**config.mk**
```make
export PLATFORM = sky130hd
export DESIGN_NAME = lsu_mem_requester
export DESIGN_NICKNAME = d
export VERILOG_FILES = /design/src/rtl/lsu_pkg.sv /design/src/rtl/lsu_lane_align.sv /design/src/rtl/lsu_mem_requester.sv
export SDC_FILE = /design/constraint.sdc
export NUM_CORES = 1
export LEC_CHECK = 0
export ABC_CLOCK_PERIOD_IN_PS = 7540
export CAP_MARGIN = 5
export CORE_ASPECT_RATIO = 1.75
export CORE_UTILIZATION = 45
export CTS_CLUSTER_DIAMETER = 120
export DETAILED_ROUTE_END_ITERATION = 8
export GPL_TIMING_DRIVEN = 0
export PLACE_DENSITY = 0.75
export SLEW_MARGIN = 0
export SYNTH_ARGS = -nofsm -noshare
export SYNTH_HDL_FRONTEND = slang
export SYNTH_HIERARCHICAL = 1
export SYNTH_SLANG_ARGS = --single-unit
```
**constraint.sdc**
```tcl
create_clock -name clk -period 7.54 [get_ports clk]
set_clock_uncertainty 0.15 [all_clocks]
set_input_delay 1.508 -clock clk [delete_from_list [all_inputs] [get_ports clk]]
set_output_delay 1.508 -clock clk [all_outputs]
set_load 0.02 [all_outputs]
```
**src/rtl/lsu_pkg.sv**
```systemverilog
// Shared types and helpers for the load/store memory requester:
// op codes, FSM state codes, access sizes and alignment rules.
package lsu_pkg;

  typedef enum logic [2:0] {
    LW  = 3'd0,
    LH  = 3'd1,
    LHU = 3'd2,
    LB  = 3'd3,
    LBU = 3'd4,
    SW  = 3'd5,
    SH  = 3'd6,
    SB  = 3'd7
  } op_e;

  localparam logic [2:0] IDLE = 3'd0;
  localparam logic [2:0] REQ  = 3'd1;
  localparam logic [2:0] RESP = 3'd2;
  localparam logic [2:0] ERR  = 3'd3;
  localparam logic [2:0] TOUT = 3'd4;

  localparam logic [1:0] SZ_BYTE = 2'd0;
  localparam logic [1:0] SZ_HALF = 2'd1;
  localparam logic [1:0] SZ_WORD = 2'd2;

  function automatic logic is_store(op_e op);
    return op[2] & (op != LBU);
  endfunction

  function automatic logic [1:0] op_size(op_e op);
    case (op)
      LW, SW:      return SZ_WORD;
      LH, LHU, SH: return SZ_HALF;
      default:     return SZ_BYTE;
    endcase
  endfunction

  function automatic logic is_misaligned(op_e op, logic [1:0] off);
    case (op_size(op))
      SZ_HALF: return off[0];
      SZ_WORD: return off != 2'b00;
      default: return 1'b0;
    endcase
  endfunction

endpackage

```
**src/rtl/lsu_lane_align.sv**
```systemverilog
// Combinational byte-lane logic: store byte enables and lane replication,
// plus load lane selection with sign or zero extension.
module lsu_lane_align
  import lsu_pkg::*;
(
  input  op_e         st_op,
  input  logic [1:0]  st_off,
  input  logic [31:0] st_wdata,
  output logic [3:0]  st_be,
  output logic [31:0] st_lane_wdata,
  input  op_e         ld_op,
  input  logic [1:0]  ld_off,
  input  logic [31:0] ld_word,
  output logic [31:0] ld_data
);

  logic [31:0] ld_shifted;

  always_comb begin
    st_be         = 4'b0000;
    st_lane_wdata = 32'h0;
    case (op_size(st_op))
      SZ_BYTE: begin
        st_be         = 4'b0001 << st_off;
        st_lane_wdata = {4{st_wdata[7:0]}};
      end
      SZ_HALF: begin
        st_be         = st_off[1] ? 4'b1100 : 4'b0011;
        st_lane_wdata = {2{st_wdata[15:0]}};
      end
      default: begin
        st_be         = 4'b1111;
        st_lane_wdata = st_wdata;
      end
    endcase
  end

  // The addressed lane is moved down to bit 0 before extension.
  always_comb begin
    ld_shifted = ld_word >> {ld_off, 3'b000};
    case (ld_op)
      LB:      ld_data = {{24{ld_shifted[7]}}, ld_shifted[7:0]};
      LBU:     ld_data = {24'h0, ld_shifted[7:0]};
      LH:      ld_data = {{16{ld_shifted[15]}}, ld_shifted[15:0]};
      LHU:     ld_data = {16'h0, ld_shifted[15:0]};
      default: ld_data = ld_word;
    endcase
  end

endmodule

```
**src/rtl/lsu_mem_requester.sv**
```systemverilog
// Load/store initiator between the MEM stage and word-addressed data memory:
// alignment check, req/ack handshake with timeout, and load data return.
module lsu_mem_requester
  import lsu_pkg::*;
#(
  parameter int TIMEOUT_CYCLES = 16,
  parameter int CNT_W          = 5
) (
  input  logic        clk,
  input  logic        reset,
  input  logic        op_valid,
  input  logic [2:0]  op_type,
  input  logic [31:0] op_addr,
  input  logic [31:0] op_wdata,
  input  logic [31:0] op_pc,
  output logic        busy,
  output logic        done,
  output logic [31:0] rdata,
  output logic        addr_err,
  output logic        bus_err,
  output logic [31:0] err_pc,
  output logic        mem_req,
  output logic        mem_we,
  output logic [31:0] mem_addr,
  output logic [3:0]  mem_be,
  output logic [31:0] mem_wdata,
  input  logic        mem_ack,
  input  logic [31:0] mem_rdata
);

  logic [2:0]       state_q, state_d;
  logic [CNT_W-1:0] cnt_q, cnt_d;
  op_e              op_q, op_d;
  logic [1:0]       off_q, off_d;
  logic [31:0]      pc_q, pc_d;
  logic [31:0]      mem_addr_q, mem_addr_d;
  logic [3:0]       mem_be_q, mem_be_d;
  logic [31:0]      mem_wdata_q, mem_wdata_d;
  logic             mem_we_q, mem_we_d;
  logic [31:0]      rdata_q, rdata_d;
  logic [31:0]      err_pc_q, err_pc_d;

  op_e         op_in;
  logic [3:0]  be_in;
  logic [31:0] lane_wdata_in;
  logic [31:0] ld_data;

  assign op_in = op_e'(op_type);

  lsu_lane_align u_lane_align (
    .st_op         (op_in),
    .st_off        (op_addr[1:0]),
    .st_wdata      (op_wdata),
    .st_be         (be_in),
    .st_lane_wdata (lane_wdata_in),
    .ld_op         (op_q),
    .ld_off        (off_q),
    .ld_word       (mem_rdata),
    .ld_data       (ld_data)
  );

  always_comb begin
    state_d     = state_q;
    cnt_d       = cnt_q;
    op_d        = op_q;
    off_d       = off_q;
    pc_d        = pc_q;
    mem_addr_d  = mem_addr_q;
    mem_be_d    = mem_be_q;
    mem_wdata_d = mem_wdata_q;
    mem_we_d    = mem_we_q;
    rdata_d     = 32'h0;
    err_pc_d    = 32'h0;
    case (state_q)
      IDLE: begin
        if (op_valid) begin
          if (is_misaligned(op_in, op_addr[1:0])) begin
            state_d  = ERR;
            err_pc_d = op_pc;
          end else begin
            state_d     = REQ;
            cnt_d       = '0;
            op_d        = op_in;
            off_d       = op_addr[1:0];
            pc_d        = op_pc;
            mem_addr_d  = {op_addr[31:2], 2'b00};
            mem_be_d    = be_in;
            mem_wdata_d = lane_wdata_in;
            mem_we_d    = is_store(op_in);
          end
        end
      end
      REQ: begin
        // An ack on the final timeout cycle still completes the access.
        if (mem_ack) begin
          state_d = RESP;
          cnt_d   = '0;
          if (!mem_we_q) rdata_d = ld_data;
        end else if (cnt_q == CNT_W'(TIMEOUT_CYCLES - 1)) begin
          state_d  = TOUT;
          cnt_d    = '0;
          err_pc_d = pc_q;
        end else begin
          cnt_d = cnt_q + CNT_W'(1);
        end
      end
      RESP, ERR, TOUT: state_d = IDLE;
      default:         state_d = IDLE;
    endcase
  end

  always_ff @(posedge clk) begin
    if (reset) begin
      state_q     <= IDLE;
      cnt_q       <= '0;
      op_q        <= LW;
      off_q       <= 2'b00;
      pc_q        <= 32'h0;
      mem_addr_q  <= 32'h0;
      mem_be_q    <= 4'h0;
      mem_wdata_q <= 32'h0;
      mem_we_q    <= 1'b0;
      rdata_q     <= 32'h0;
      err_pc_q    <= 32'h0;
    end else begin
      state_q     <= state_d;
      cnt_q       <= cnt_d;
      op_q        <= op_d;
      off_q       <= off_d;
      pc_q        <= pc_d;
      mem_addr_q  <= mem_addr_d;
      mem_be_q    <= mem_be_d;
      mem_wdata_q <= mem_wdata_d;
      mem_we_q    <= mem_we_d;
      rdata_q     <= rdata_d;
      err_pc_q    <= err_pc_d;
    end
  end

  assign busy      = state_q != IDLE;
  assign done      = (state_q == RESP) || (state_q == ERR) || (state_q == TOUT);
  assign addr_err  = state_q == ERR;
  assign bus_err   = state_q == TOUT;
  assign mem_req   = state_q == REQ;
  assign rdata     = rdata_q;
  assign err_pc    = err_pc_q;
  assign mem_we    = mem_we_q;
  assign mem_addr  = mem_addr_q;
  assign mem_be    = mem_be_q;
  assign mem_wdata = mem_wdata_q;

endmodule
```
==> flow_metrics.tcl <==
set metrics [dict create \
    outcome "finished clean" \
    finalSetupTns_ns 0 \
    max_freq_mhz 244 \
    cts-hold-fix-buffers 0 \
    io_buffers 270 \
    path_clk_slew_ns 0.07 \
    dpl.hpwl_um 22000 \
    fp.dieH_um 190 \
    globalRouteTotalUtil_pct 27.8 \
    synth_ff_type "dfxtp_1" \
    rsz0062_at_grt "false" \
    relSlewSlack_pct 42.9 \
    seqPwrFrac_pct 40.6 \
    cpMaxStageDelayCell "clkdlybuf4s50_1" \
    grt_antenna_before_repair 1 \
    drt-initial-drc-count 550 \
    grt_pass1_vias 8217 \
    min_path_type "reg -> reg" \
    combPwrFrac_pct 23.9 \
    synth_area_mm2 0.00913 \
    power_mw 2.50 \
    drive_gt1_share_pct 10.7 \
    post_cts_buffers 0 \
    syn_to_final_growth_pct 39.4 \
    drtAntennaViolNets 0 \
    io_pins 273 \
    first_pass_iters 5 \
    vias_per_cell 5.46 \
    layout_common_cells "clkdlybuf4s50_1 (270), nand2b_1 (210), dfxtp_1 (176)" \
    die_w_um 110 \
    tritoncts "built" \
    wl_met3_um 1580 \
    end_kind "flip-flop" \
    dr_wl_met2_um 15900 \
    ys_async_sr_fraction_pct 0 \
    power_leakage_nw 4.65 \
    max_cap_viol_count 0 \
    cts_buffer_depth 2 \
    htreeDepth 4 \
    synth_cells 954 \
    setup_viol 0 \
    synth_edf_count 0 \
    place_congestion 0.928 \
    layout_commonest_cell "clkdlybuf4s50_1" \
    holdCritStartpoint "pc_q[29]" \
    p_sw_share_pct 29.8 \
    fin_crit_sh_pct 54.4 \
    cts_made_buffers 17 \
    p_per_area_mw_per_mm2 196 \
    rows 68 \
    wirelength_um 28900 \
    p_sw_mw 0.744 \
    cts_root_buf "clkbuf_16" \
    ys_types 61 \
    core_mm2 0.0198 \
    path_cells "clkdlybuf4s50_1 > nand2b_1 > mux2_2 > ha_1 > and2_1 > clkbuf_1 > a221oi_2 > buf_4 > buf_6 > buf_8 > mux2i_1" \
    slowest_delay_ns 0.70 \
    critPathArrivalTime_ns 4.32 \
    r2r_slack_ns 4.89 \
    dr_total_vias 8213 \
    seq_area_frac_synth_pct 38.6 \
    place_ws_ns 2.97 \
    ys_warn_count 6 \
    dp.cells 1470 \
    finalCriticalPeriod_ns 4.10 \
    clkPwrFrac_pct 35.5 \
    fp.dieArea_mm2 0.0209 \
    routedLengthMet1_um 10100 \
    synth_seq_cells 176 \
    crit_start "op_type[0]" \
    top_layer "met4" \
    nets 1383 \
    worstMarginPinSlew_ns 0.854 \
    grt.overflow.total 0 \
    start_kind "input port" \
    crit_fanout 11 \
    grt_first_pass_wirelength_um 43700 \
    fin_ws_ns 3.44 \
    grt_max_degree 17 \
    avgSynthCellArea_um2 9.56 \
    worstReg2RegStart "state_q[1]" \
    hold_viol_final 0 \
    wire_per_inst_um 19.2 \
    cp.required_ns 7.76 \
    drc 0 \
    worst-setup-path-type "in -> reg" \
    utilization_pct 64.2 \
    stdcell_count 1503 \
    clk_latency_ns 0.43 \
    ir_worst_vdd_mv 0.131 \
    initial_core_util_pct 46.0 \
    cts.sinks 176 \
    cts_resized 0 \
    finalMaxSlewViolations 0 \
    intPower_mw 1.76 \
]
routing by layer:
| metal | track usage (%) | vias up |
|---|---|---|
| met3 | 5.95 | 75 |
| met2 | 53.3 | 332 |
| met1 | 27.3 | 3884 |
| met4 | 13.7 | 0 |
| met5 | 0 | - |
| li1 | - | 3922 |
sequential cells by signal, indices dropped and copies added, names as in the netlist, 2 cells and up:
signal,flops
cnt_q,5
err_pc,32
mem_addr,30
mem_be,4
mem_wdata,32
off_q,2
op_q,3
pc_q,32
rdata,32
state_q,3
cell usage after synthesis, drive strengths merged (2+ instances only):
library cell,n,area (um^2)
and2,34,213
nand4,8,50.1
nand3,35,175
o221ai,3,26.3
o2111ai,32,280
o22ai,2,12.5
dfxtp,176,3520
mux2i,111,1110
mux2,35,394
nor2b,7,43.8
or4b,3,30.0
mux4,9,203
clkbuf,58,218
nand2,9,33.8
nand2b,210,1310
nor3b,5,37.5
o21a,2,15.0
o21ai,22,110
a41oi,7,83.8
a2bb2oi,6,52.6
nor4b,3,47.5
maj3,2,20.0
o221a,9,101
nor2,12,47.6
nor3,7,35.0
ha,3,37.5
or3,2,12.5
a21oi,36,188
o211ai,5,37.5
o32ai,8,70.1
buf,41,279
or2,2,12.5
o31ai,10,75.1
inv,19,71.3
nand3b,5,37.5
o21bai,3,22.5
worst paths after layout:
path / endpoint / cells after the start
worst min-delay path: err_pc[29] / 2
worst min register to register: err_pc[29] / 2
worst max-delay path: mem_wdata[7] / 11
worst max register to register: rdata[13] / 6
logic make-up (layout without fill, tap and decap cells):
family | after synthesis | in the layout | synth area share, %
xor+xnor | 2 | 2 | 0.192
mux | 155 | 155 | 18.7
fa+ha+maj | 5 | 5 | 0.631
other cells | 1 | 3 | 0.0411
flops | 176 | 176 | 38.6
compound gates | 151 | 151 | 12.4
simple gates | 345 | 345 | 23.2
buf+inv | 119 | 421 | 6.27
worst max-delay path: cells and delay by family:
kind,cells,cell delay [ns]
compound gates,1,0.32
fa+ha+maj,1,0.20
buf+inv,5,1.55
mux,2,0.48
simple gates,2,0.24
per-stage QoR:
stage,hold WS [ns],instance area [um^2]
after floorplan,0.294,9130
after global placement,0.304,12100
after detailed placement,0.309,12100
after CTS,0.321,12700
after global routing,0.339,12700
final,0.322,12700
power groups by stage:
stage	combinational [mW]	sequential, mW	clock (mW)
after global placement	0.587	1.03	0
after CTS	0.595	1.02	0.900
final	0.596	1.02	0.888
after detailed placement	0.591	1.04	0
after global routing	0.632	1.02	0.940
after floorplan	0.298	1.08	0
final cells by class:
cell class	count	area [um^2]
timing repair buffer	271	2710
tap	245	307
inverter	20	75.1
antenna	1	2.50
buffer	99	497
fill	1703	7100
clock inverter	12	124
clock buffer	19	453
sequential	176	3520
multi-input combinational	660	5030
No activity file was read; power rests on OpenSTA's default activity.
